`config.mk`:
```
export PLATFORM = sky130hd
export DESIGN_NAME = clk_period_meter
export DESIGN_NICKNAME = d
export VERILOG_FILES = /design/src/rtl/clk_meas_pkg.sv /design/src/rtl/sync_edge_detect.sv /design/src/rtl/clk_period_meter.sv
export SDC_FILE = /design/constraint.sdc
export NUM_CORES = 1
export LEC_CHECK = 0
export BUFFER_PORTS_ARGS = -buffer_cell sky130_fd_sc_hd__buf_2
export CORE_ASPECT_RATIO = 1.4
export CORE_MARGIN = 2
export CORE_UTILIZATION = 25
export DETAILED_ROUTE_END_ITERATION = 10
export PLACE_DENSITY = 0.44
export SYNTH_ARGS = -nofsm -noshare
export SYNTH_HDL_FRONTEND = slang
export SYNTH_SLANG_ARGS = --single-unit
```
`constraint.sdc`:
```
create_clock -name clk -period 2.4 [get_ports clk]
set_input_delay 0.12 -clock clk [delete_from_list [all_inputs] [get_ports clk]]
set_output_delay 0.12 -clock clk [all_outputs]
set_load 0.01 [all_outputs]
```
`src/rtl/clk_meas_pkg.sv`:
```
// Shared constants and FSM state encoding for the clock period meter.
package clk_meas_pkg;

    localparam int CNT_WIDTH_DEF   = 16;
    localparam int SYNC_STAGES_DEF = 2;
    localparam int TIMEOUT_DEF     = 65535;

    typedef logic [1:0] state_t;

    localparam state_t ST_IDLE      = 2'd0;
    localparam state_t ST_WAIT_EDGE = 2'd1;
    localparam state_t ST_MEASURE   = 2'd2;

endpackage

```
`src/rtl/sync_edge_detect.sv`:
```
// Multi-flop synchronizer for an asynchronous input plus a rising-edge detector
// on the synchronized level.
module sync_edge_detect
    import clk_meas_pkg::*;
#(
    parameter int SYNC_STAGES = SYNC_STAGES_DEF
) (
    input  logic clk,
    input  logic rst,
    input  logic d_async,
    output logic q_sync,
    output logic rise
);

    logic [SYNC_STAGES-1:0] sync_q, sync_d;
    logic                   prev_q, prev_d;

    always_comb begin
        sync_d = {sync_q[SYNC_STAGES-2:0], d_async};
        prev_d = sync_q[SYNC_STAGES-1];
    end

    // NOTE: sequential state uses non-blocking assignments so every flop
    // samples the pre-edge value of its neighbour, giving a true shift chain.
    always_ff @(posedge clk) begin
        if (rst) begin
            sync_q <= '0;
            prev_q <= 1'b0;
        end else begin
            sync_q <= sync_d;
            prev_q <= prev_d;
        end
    end

    assign q_sync = sync_q[SYNC_STAGES-1];
    assign rise   = q_sync & ~prev_q;

endmodule

```
`src/rtl/clk_period_meter.sv`:
```
// Measures period and high time of a slow asynchronous square wave in clk
// cycles, with a one-cycle update strobe and a loss-of-signal flag.
module clk_period_meter
    import clk_meas_pkg::*;
#(
    parameter int CNT_WIDTH   = CNT_WIDTH_DEF,
    parameter int SYNC_STAGES = SYNC_STAGES_DEF,
    parameter int TIMEOUT     = TIMEOUT_DEF
) (
    input  logic                 clk,
    input  logic                 rst,
    input  logic                 meas_en,
    input  logic                 sig_in,
    output logic [CNT_WIDTH-1:0] period,
    output logic [CNT_WIDTH-1:0] high_time,
    output logic                 period_valid,
    output logic                 timeout
);

    localparam logic [CNT_WIDTH-1:0] CNT_ONE     = CNT_WIDTH'(1);
    localparam logic [CNT_WIDTH-1:0] TIMEOUT_CNT = CNT_WIDTH'(TIMEOUT);

    logic s_sync, rise_evt;

    state_t                 state_q, state_d;
    logic [CNT_WIDTH-1:0]   cnt_q, cnt_d;
    logic [CNT_WIDTH-1:0]   hcnt_q, hcnt_d;
    logic [CNT_WIDTH-1:0]   period_q, period_d;
    logic [CNT_WIDTH-1:0]   high_time_q, high_time_d;
    logic                   valid_q, valid_d;
    logic                   timeout_q, timeout_d;

    // Edge detection runs regardless of FSM state, so a level already high at
    // enable has been absorbed and cannot look like a fresh edge.
    sync_edge_detect #(
        .SYNC_STAGES(SYNC_STAGES)
    ) u_sync (
        .clk    (clk),
        .rst    (rst),
        .d_async(sig_in),
        .q_sync (s_sync),
        .rise   (rise_evt)
    );

    always_comb begin
        // NOTE: every signal gets a hold/default value first so no path through
        // the case leaves it unassigned, which would infer a latch.
        state_d     = state_q;
        cnt_d       = cnt_q;
        hcnt_d      = hcnt_q;
        period_d    = period_q;
        high_time_d = high_time_q;
        valid_d     = 1'b0;
        timeout_d   = timeout_q;

        if (!meas_en) begin
            state_d = ST_IDLE;
            cnt_d   = '0;
            hcnt_d  = '0;
        end else begin
            case (state_q)
                ST_IDLE: begin
                    cnt_d   = '0;
                    hcnt_d  = '0;
                    state_d = ST_WAIT_EDGE;
                end
                ST_WAIT_EDGE: begin
                    if (rise_evt) begin
                        cnt_d   = CNT_ONE;
                        hcnt_d  = CNT_ONE;
                        state_d = ST_MEASURE;
                    end
                end
                ST_MEASURE: begin
                    // A coincident edge wins over the timeout; TIMEOUT caps cnt so it never wraps.
                    if (rise_evt) begin
                        period_d    = cnt_q;
                        high_time_d = hcnt_q;
                        valid_d     = 1'b1;
                        timeout_d   = 1'b0;
                        cnt_d       = CNT_ONE;
                        hcnt_d      = CNT_ONE;
                    end else if (cnt_q == TIMEOUT_CNT) begin
                        timeout_d = 1'b1;
                        state_d   = ST_WAIT_EDGE;
                    end else begin
                        cnt_d  = cnt_q + CNT_ONE;
                        hcnt_d = hcnt_q + {{(CNT_WIDTH-1){1'b0}}, s_sync};
                    end
                end
                default: state_d = ST_IDLE;
            endcase
        end
    end

    always_ff @(posedge clk) begin
        if (rst) begin
            state_q     <= ST_IDLE;
            cnt_q       <= '0;
            hcnt_q      <= '0;
            period_q    <= '0;
            high_time_q <= '0;
            valid_q     <= 1'b0;
            timeout_q   <= 1'b0;
        end else begin
            state_q     <= state_d;
            cnt_q       <= cnt_d;
            hcnt_q      <= hcnt_d;
            period_q    <= period_d;
            high_time_q <= high_time_d;
            valid_q     <= valid_d;
            timeout_q   <= timeout_d;
        end
    end

    assign period       = period_q;
    assign high_time    = high_time_q;
    assign period_valid = valid_q;
    assign timeout      = timeout_q;

endmodule

```
==> results.md, run 1 <==
* Category of the worst setup path capture point: flop
* Total of max-cap violations at 0
* Total setup buffers inserted after CTS at 0
* Ranking of synthesized cells by area: dfxtp_1 46%, nand2_1 10%, a21oi_1 7.2%, nand3_1 2.9%, ha_1 2.8%
* Outcome: completed
* VDD IR-drop max at around 0.00029 V
* Top cells by count, synth: 87 x nand2_1, 71 x dfxtp_1, 45 x a21oi_1, 18 x nand3_1, 16 x o21ai_0
* Slew of the pin with the lowest slew margin at about 430 ps
* Kind of path behind the tightest hold check: primary input to flop
* Placeable Area at 12300 um^2
* Yosys top cell by area: dfxtp_1
* Worst EP required at 2680 ps
* Die height at approximately 140 um
* Gate count after technology mapping at between 300 and 400
* Drt first pass iters at 5
* Hold violation total from the final report at 0
* Total power per unit cell area at around 680 nW/um^2
* Top Ports at 38
* Period utilization at between 90% and 100%
* Mapped Area at about 3100 um^2
* Number of non-filler instances in the completed layout at about 600
* Detailed-route wire length per cell at between 10 and 15 um
* Floorplan die width at about 98 um
* Mean number of vias per cell at ~4.9
* Distinct cell type count after synthesis at 42
* YS warnings at 0
* Skew final at ~5.3 ps
* Number of vias after detailed routing at between 2000 and 3000
* Async S/R FF share, synth at 0%
* Worst-case clock buffer depth at 2
* Placer's final routability congestion estimate at 0.811
* Area growth from synthesis to layout at 25.0%
* Nets in the synthesized netlist at between 300 and 400
* H-Tree Level Count at 3
* Placed Cells incl. Taps at 575
* DR DRC count at 0
* Number of resized instances in the post-cts repair step at 0
* Number of DRC markers after the initial detailed-route iteration at 99
* Antenna Cells at 0
* Crit path setup slack, layout at 238 ps
* TritonCTS clock tree: yes
* Worst relative slew slack at 71.3%
* Effective utilization at floorplan at ~25%
* Layout cells sized above 1 at 19.0%
* Root buffer cell: clkbuf_16
* Crit path launch type: flop
* Pin count of the biggest net entering global routing at 40
* Setup TNS Final at 0 ps
* Setup Crit Path Kind: flop to flop
* CTS Sinks at 71
* Highest clock rate at roughly 460 MHz
* Cell with the most instances after synthesis: nand2_1
* Total routing resource utilization after global routing at between 10% and 20%
* Final ANT Viol Nets at 0
* Final setup fails at 0
* Critical path fanouts, max at 8
* Part of the Yosys area used for sequential elements at between 40 and 50%
* EDFF count, synth at 0
* Top_reg_cell synth: dfxtp_1
* Port-buffer cells at 37
* Leftover overflow at the end of global routing at 0
* Global-route wire length before repair at between 10000 and 15000 um
* Unrepaired setup endpoints after global routing: no
* Initial antenna violation count at 0
* Detailed Route WL at roughly 8600 um
* Worst-case setup slack after placement at about 140 ps
* Number of clock buffers inserted by TritonCTS at 9
* Clock latency reported for the late side of the worst-skew pair at ~340 ps
* Critical path arrival at approximately 2500 ps
* Post-layout net count at roughly 450
* Vias in the first global route at 2848
* Area share of the leading cell type in the synthesized netlist at between 40% and 50%
* HPWL Detailed at approximately 6000 um
* Number of pins with negative max-slew slack in the final report at 0
* Number of storage elements in the synthesis netlist at roughly 70
* Std-Cell Rows at 48
* Clock slew seen by the registers of the worst setup and hold paths at 50 ps
* Post-layout min period at 2160 ps
* Static power due to leakage at roughly 1.5 nW
* Die outline area at ~13000 um^2
* Synthesized area per cell at between 8 and 9 um^2
* Hold-fix buffers, CTS at 0
-- logic make-up after synthesis --
group / share of synthesized area [%]
AND/OR/NAND/NOR: 26.0
AO/OA/AOI/OAI: 22.2
flip-flops: 45.5
buffers and inverters: 3.57
adder cells (fa/ha/maj): 2.80
-- cell usage in the layout (no fill, tap or decap), types with 5 or more instances in the layout --
cell type | Yosys | routed
a21o_1 | 9 | 9
a21oi_1 | 45 | 45
a31oi_1 | 10 | 10
and3_1 | 8 | 8
buf_2 | 4 | 37
buf_4 | 0 | 23
clkbuf_16 | 0 | 9
dfxtp_1 | 71 | 71
ha_1 | 7 | 7
inv_1 | 5 | 5
nand2_1 | 87 | 87
nand3_1 | 18 | 18
nand4_1 | 8 | 8
nor2_1 | 15 | 14
nor2b_1 | 7 | 7
nor3_1 | 9 | 9
o211ai_1 | 8 | 8
o21ai_0 | 16 | 16
o31ai_1 | 6 | 6
or4_1 | 5 | 5
-- critical path, stage by stage (launching register included) --
cell	delay (ps)
dfxtp_1	370
inv_1	80
ha_1	360
nand2_1	80
or3_1	330
or3_4	400
buf_4	190
nor3_1	170
a211o_1	120
-- metrics by stage --
stage	utilization (%)	instance area [um^2]	power (mW)	hold WS, ps
CTS	31.8	3900	2.70	4.48
finish	31.9	3900	2.66	1.30
detailed placement	29.2	3580	1.29	358
global placement	29.2	3580	1.29	360
floorplan	-	3120	1.26	248
global route	31.9	3900	2.76	22.9
-- final timing paths --
| kind | start | endpoint | slack [ps] | cells after the start |
|---|---|---|---|---|
| setup / recovery | state_q[0] | cnt_q[9] | 240 | 8 |
| hold / removal | sig_in | u_sync.sync_q[0] | 1 | 2 |
| setup reg to reg | state_q[0] | cnt_q[9] | 240 | 8 |
| hold reg to reg | high_time[8] | high_time[8] | 450 | 2 |
-- report_power, final --
part	leakage, nW	switching (mW)	internal (mW)
logic	0.783	0.0512	0.0256
registers	0.572	0.00435	1.18
clock network	0.147	0.508	0.889
-- layout make-up --
cell class	instances	area, um^2
multi-input cells	289	1600
fillers	1377	8350
well taps	150	188
inverters	5	18.8
repair buffers	60	358
clock buffers	12	267
flip-flops and latches	71	1420
clock inverters	4	52.6
-- routing by layer --
| metal | vias up | routed length [um] | global-route usage (%) |
|---|---|---|---|
| met3 | 13 | 329 | 3.03 |
| li1 | 1486 | - | - |
| met5 | - | 0 | 0 |
| met1 | 1349 | 3900 | 15.9 |
| met4 | 0 | 212 | 7.08 |
| met2 | 49 | 4150 | 22.8 |
-- sequential cells by signal (all words and copies together), names as in the netlist --
name and flops:
hcnt_q 16, period 16, state_q 2, cnt_q 16, u_sync.prev_q 1, timeout 1, high_time 16, period_valid 1
u_sync.sync_q 2
No activity file was read; power rests on OpenSTA's default activity.
==> inputs of run 2 (changes only) <==
- CORE_UTILIZATION: 25 -> 45
- PLACE_DENSITY: 0.44 -> 0.67
==> results.md, run 2 (synthesized netlist as in run 1, its figures left out) <==
* Number of inserted filler cells in the final layout at 674 (-51%)
* Highest clock rate at 444 MHz (-4.0%)
* Detailed-route wire length per cell at 14.0 um (-3.7%)
* Setup Crit Path Kind: flop to flop
* Static power due to leakage at 1.46 nW (-2.8%)
* Post-layout net count at 450 (+0.67%)
* Final design area excluding fillers at 3730 um^2 (-4.4%)
* Drt first pass iters at 5 (unchanged)
* Fraction of met1 tracks used by global routing at 27.4% (+12 points)
* Chain of cells forming the critical path: ha_1 > nand3_1 > nor4_2 > a31o_2 > nand2_1 > a31oi_1
* TritonCTS clock tree: yes
* Number of pins with negative max-slew slack in the final report at 0 (unchanged)
* Crit path launch type: flop
* Busiest metal layer after global routing: met2
* Top Ports at 38 (unchanged)
* Clock slew seen by the registers of the worst setup and hold paths at 80 ps (+30 ps)
* Worst EP required at 2680 ps (about the same)
* VDD IR-drop max at 0.000369 V (+27%)
* Sum of buffers and inverters on the critical path at 0 (-2)
* Placer's final routability congestion estimate at 0.866 (+6.7%)
* Number of DRC markers after the initial detailed-route iteration at 223 (+130%)
* HPWL Detailed at 5370 um (-11%)
* Detailed Route WL at 7510 um (-13%)
* Post-layout min period at 2250 ps (+91.2 ps)
* Number of clock buffers inserted by TritonCTS at 9 (unchanged)
* Commonest non-fill, non-tap cells in the layout: 87 x nand2_1, 71 x dfxtp_1, 45 x a21oi_1, 37 x buf_2, 25 x buf_4
* Final Total Pwr at 2.23 mW (-16%)
* Number of vias after detailed routing at 2942 (+1.6%)
* GR Layer Usage met3 at 4.59% (+1.6 points)
* Slew of the pin with the lowest slew margin at 414 ps (-17.3 ps)
* Leftover overflow at the end of global routing at 0 (unchanged)
* Met2 layer usage reported by global route at 34.3% (+12 points)
* Unrepaired setup endpoints after global routing: yes
* Post-detailed-placement cell area at 3520 um^2 (-1.6%)
* CTS Sinks at 71 (unchanged)
* Number of resized instances in the post-cts repair step at 0 (unchanged)
* Die height at 103 um (-25%)
* Utilization after layout at 56.0% (+24 points)
* Final ANT Viol Nets at 0 (unchanged)
* Skew final at 6.57 ps (+1.22 ps)
* Critical path fanouts, max at 16 (+8)
* Layout cells sized above 1 at 18.9% (-0.13 points)
* Worst-case clock buffer depth at 2 (unchanged)
* Antenna Cells at 0 (unchanged)
* Effective utilization at floorplan at 46.9% (+21 points)
* Category of the worst setup path capture point: flop
* Outcome: completed
* Total power per unit cell area at 598 nW/um^2 (-12%)
* Period utilization at 93.9% (+3.8 points)
* Die outline area at 7630 um^2 (-43%)
* Pin count of the biggest net entering global routing at 41 (+2.5%)
* Hold violation total from the final report at 0 (unchanged)
* Worst relative slew slack at 72.4% (+1.2 points)
* Most common library cell in the layout ignoring fill and taps: nand2_1
* Worst-case setup slack after placement at 195 ps (+56.4 ps)
* Mean number of vias per cell at 5.49 (+12%)
* Vias in the first global route at 2755 (-3.3%)
* Placeable Area at 6660 um^2 (-46%)
* Kind of path behind the tightest hold check: primary input to flop
* Total routing resource utilization after global routing at 21.6% (+8.1 points)
* Critical path arrival at 2530 ps (+80 ps)
* Root buffer cell: clkbuf_8
* Largest stage delay on the critical path at 450 ps (+50 ps)
* Critical Path Slowest Stage Cell: a31o_2
* DR DRC count at 0 (unchanged)
* Floorplan die width at 74.4 um (-24%)
* H-Tree Level Count at 3 (unchanged)
* Area growth from synthesis to layout at 19.4%
* Crit path setup slack, layout at 147 ps (-91.2 ps)
* Hold Slack at 118 ps (+116 ps)
* Largest delay share family, worst path: simple AND/OR/NAND/NOR gates
* Initial antenna violation count at 0 (unchanged)
* Clock latency reported for the late side of the worst-skew pair at 350 ps (about the same)
* Global-route wire length before repair at 12800 um (-11%)
* Std-Cell Rows at 35 (-27%)
* Port-buffer cells at 37 (unchanged)
* Total of max-cap violations at 0 (unchanged)
* Final setup fails at 0 (unchanged)
==> run 2: cell count changes in the layout (fill, tap and decap cells not counted), sizes merged <==
| cell | before | now |
|---|---|---|
| buf | 60 | 62 |
| dlygate4sd3 | 0 | 1 |
| clkinv | 0 | 1 |
| clkbuf | 12 | 11 |
==> run 2: stage by stage <==
step                      setup TNS, ps  instances
final                                 0        536
after global routing               -457        536
after CTS                             0        536
after detailed placement              0        519
after global placement                0        519
after floorplan                       0        386
==> run 2: report_power, final <==
group / total (mW) / internal, mW / switching (mW)
Clock: 0.969 / 0.507 / 0.462
Combinational: 0.0756 / 0.0259 / 0.0497
Sequential: 1.19 / 1.18 / 0.00430
Total: 2.23 / 1.71 / 0.516
==> run 2: tightest hold or removal path, stage by stage <==
cell and delay, ps:
buf_2 90, nand2b_4 170, a21oi_1 50
==> run 2: worst paths after layout <==
check	slack [ps]	from	to	depth (start not counted)
hold / removal	120	rst	hcnt_q[6]	3
setup reg to reg	150	cnt_q[1]	hcnt_q[11]	6
setup / recovery	150	cnt_q[1]	hcnt_q[11]	6
hold reg to reg	450	u_sync.sync_q[0]	u_sync.sync_q[1]	1
==> run 2: timing repair <==
| item | in CTS | in global routing |
|---|---|---|
| endpoints found under the hold margin | 1 | 0 |
| buffers inserted | 0 | 0 |
| hold buffers | 1 | 0 |
| endpoints found under the setup margin | 0 | 8 |
==> run 2: area by class of cell <==
cell class                      count  area (um^2)  share of cell area, %
Clock buffer                       11          141                   3.79
Clock inverter                      5         57.6                   1.54
Inverter                            5         18.8                  0.503
Multi-Input combinational cell    289         1590                   42.7
Sequential cell                    71         1420                   38.1
Tap cell                           92          115                   3.09
Timing Repair Buffer               63          383                   10.3
==> run 2: routing by layer <==
layer | vias to the layer above | part of all wire, %
met5 | - | 0
met4 | 0 | 2.5
met3 | 14 | 4.2
met2 | 74 | 48
met1 | 1358 | 46
li1 | 1496 | -
==> inputs of run 3 (changes only) <==
- CORE_UTILIZATION: 45 -> 55
- PLACE_DENSITY: 0.67 -> 0.79
==> results.md, run 3 (synthesized netlist as in run 1, its figures left out) <==
* Outcome: completed
* Critical Path Slowest Stage Cell: dfxtp_1
* Final Total Pwr at 2.35 mW (+5.3%)
* Std-Cell Rows at 32 (-8.6%)
* Clock slew seen by the registers of the worst setup and hold paths at 70 ps (about the same)
* Floorplan die width at 67.7 um (-9.0%)
* Sum of buffers and inverters on the critical path at 3 (+3)
* Post-layout min period at 2340 ps (+85.2 ps)
* Highest clock rate at 428 MHz (-3.6%)
* Internal at 1.85 mW (+7.7%)
* Number of clock buffers inserted by TritonCTS at 9 (unchanged)
* Initial antenna violation count at 0 (unchanged)
* Drt first pass iters at 5 (unchanged)
* Category of the worst setup path capture point: flop
* Largest delay share family, worst path: simple AND/OR/NAND/NOR gates
* DR DRC count at 0 (unchanged)
* Utilization after layout at 68.2% (+12 points)
* Antenna Cells at 0 (unchanged)
* Commonest non-fill, non-tap cells in the layout: 87 x nand2_1, 71 x dfxtp_1, 45 x a21oi_1, 37 x buf_2, 22 x buf_4
* TritonCTS clock tree: yes
* Largest stage delay on the critical path at 400 ps (-50 ps)
* Final setup fails at 0 (unchanged)
* VDD IR-drop max at 0.000432 V (+17%)
* Top Ports at 38 (unchanged)
* Vias in the first global route at 2876 (+4.4%)
* Setup TNS Final at 0 ps (unchanged)
* Hold violation total from the final report at 0 (unchanged)
* Sequential share of power at 50.5% (-2.7 points)
* Worst-case setup slack after placement at 181 ps (-14.2 ps)
* Number of DRC markers after the initial detailed-route iteration at 243 (+9.0%)
* Worst-case clock buffer depth at 2 (unchanged)
* Leftover overflow at the end of global routing at 0 (unchanged)
* Most common library cell in the layout ignoring fill and taps: nand2_1
* Die outline area at 6310 um^2 (-17%)
* Detailed Route WL at 7690 um (+2.5%)
* Number of vias after detailed routing at 3044 (+3.5%)
* Static power due to leakage at 1.48 nW (+1.6%)
* Clock latency reported for the late side of the worst-skew pair at 350 ps (about the same)
* Detailed-route wire length per cell at 15.1 um (+7.7%)
* Worst EP required at 2700 ps (+20 ps)
* Crit path launch type: flop
* Post-layout net count at 448 (-0.44%)
* Placed Cells incl. Taps at 493 (-5.0%)
* Setup Crit Path Kind: flop to flop
* Placer's final routability congestion estimate at 0.927 (+7.0%)
* Period utilization at 97.4% (+3.5 points)
* Switching power share of the total at 21.4% (-1.7 points)
* Total power per unit cell area at 628 nW/um^2 (+4.9%)
* Total of max-cap violations at 0 (unchanged)
* Most numerous cell on the critical path: buf_4
* Final ANT Viol Nets at 0 (unchanged)
* Pin count of the biggest net entering global routing at 41 (unchanged)
* Total routing resource utilization after global routing at 27.1% (+5.5 points)
* H-Tree Level Count at 3 (unchanged)
* Port-buffer cells at 37 (unchanged)
* Area growth from synthesis to layout at 19.9%
* Number of non-filler instances in the completed layout at 510 (-4.9%)
* Root buffer cell: clkbuf_8
* Critical path arrival at 2640 ps (+110 ps)
* Skew final at 8.80 ps (+2.23 ps)
* Number of pins with negative max-slew slack in the final report at 0 (unchanged)
* Worst relative slew slack at 61.8% (-11 points)
* Placeable Area at 5490 um^2 (-18%)
* HPWL Detailed at 5350 um (-0.41%)
* Chain of cells forming the critical path: inv_1 > ha_1 > nand2_1 > or3_1 > buf_4 > nor3_1 > buf_4 > and3_1 > a211o_1
* Effective utilization at floorplan at 56.9% (+10 points)
* Portion of total power attributed to combinational logic at 3.2% (-0.2 points)
* Global-route wire length before repair at 13000 um (+1.6%)
* Clock network fraction of design power at 46.3% (+2.9 points)
* Critical path fanouts, max at 6 (-10)
* Crit path setup slack, layout at 61.6 ps (-85.2 ps)
* Kind of path behind the tightest hold check: primary input to flop
* Net load switching power at 503 uW (-2.6%)
* Mean number of vias per cell at 5.97 (+8.7%)
* Layout cells sized above 1 at 19.0% (+0.086 points)
* Slew of the pin with the lowest slew margin at 572 ps (+158 ps)
* CTS Sinks at 71 (unchanged)
* Die height at 93.2 um (-9.2%)
==> run 3: changes by cell type in the layout (fill, tap and decap cells not counted), sizes merged <==
cell      before  now
buf           62   60
bufinv         1    2
clkinvlp       3    2
==> run 3: layer usage <==
metal / up-vias / part of all wire [%] / global-route usage [%]
met5: - / 0 / 0
met4: 0 / 1.9 / 13.3
met3: 17 / 6.0 / 7.94
met2: 102 / 50 / 42.3
met1: 1435 / 42 / 33.3
li1: 1490 / - / -
==> run 3: what timing repair did <==
| action | CTS | global route |
|---|---|---|
| resized for setup | 0 | 2 |
| hold buffers | 1 | 0 |
| hold endpoints to repair | 1 | 0 |
| endpoints found under the setup margin | 0 | 7 |
| setup buffers | 0 | 0 |
==> run 3: worst paths after layout <==
path | from | endpoint | slack (ps) | cells after the start
worst max-delay path | state_q[0] | cnt_q[13] | 60 | 9
worst min-delay path | rst | cnt_q[0] | 110 | 3
worst max register to register | state_q[0] | cnt_q[13] | 60 | 9
worst min register to register | u_sync.sync_q[0] | u_sync.sync_q[1] | 440 | 1
==> run 3: worst register-to-register path, stage by stage (launching register included) <==
cell and delay [ps]:
dfxtp_1 400, inv_1 100, ha_1 370, nand2_1 110, or3_1 340, buf_4 180
nor3_1 330, buf_4 230, and3_1 150, a211o_1 80
==> run 3: area by class of cell <==
cell class                      instances  area, um^2
Clock buffer                           11         151
Clock inverter                          5        80.1
Multi-Input combinational cell        289        1610
Sequential cell                        71        1420
Inverter                                5        18.8
Timing Repair Buffer                   61         380
Fill cell                             450        1740
Tap cell                               68        85.1
==> run 3: per-stage QoR <==
step | area (um^2) | hold slack, ps
after global routing | 3740 | 112
after CTS | 3730 | 99.0
after global placement | 3490 | 338
final | 3740 | 110
after floorplan | 3120 | 248
after detailed placement | 3490 | 341
==> run 3: power groups by stage <==
stage / Sequential (mW) / Combinational, mW / Clock [mW]
global placement: 1.21 / 0.0691 / 0
CTS: 1.19 / 0.0726 / 1.10
floorplan: 1.21 / 0.0468 / 0
finish: 1.19 / 0.0754 / 1.09
detailed placement: 1.21 / 0.0711 / 0
global route: 1.19 / 0.0822 / 1.15
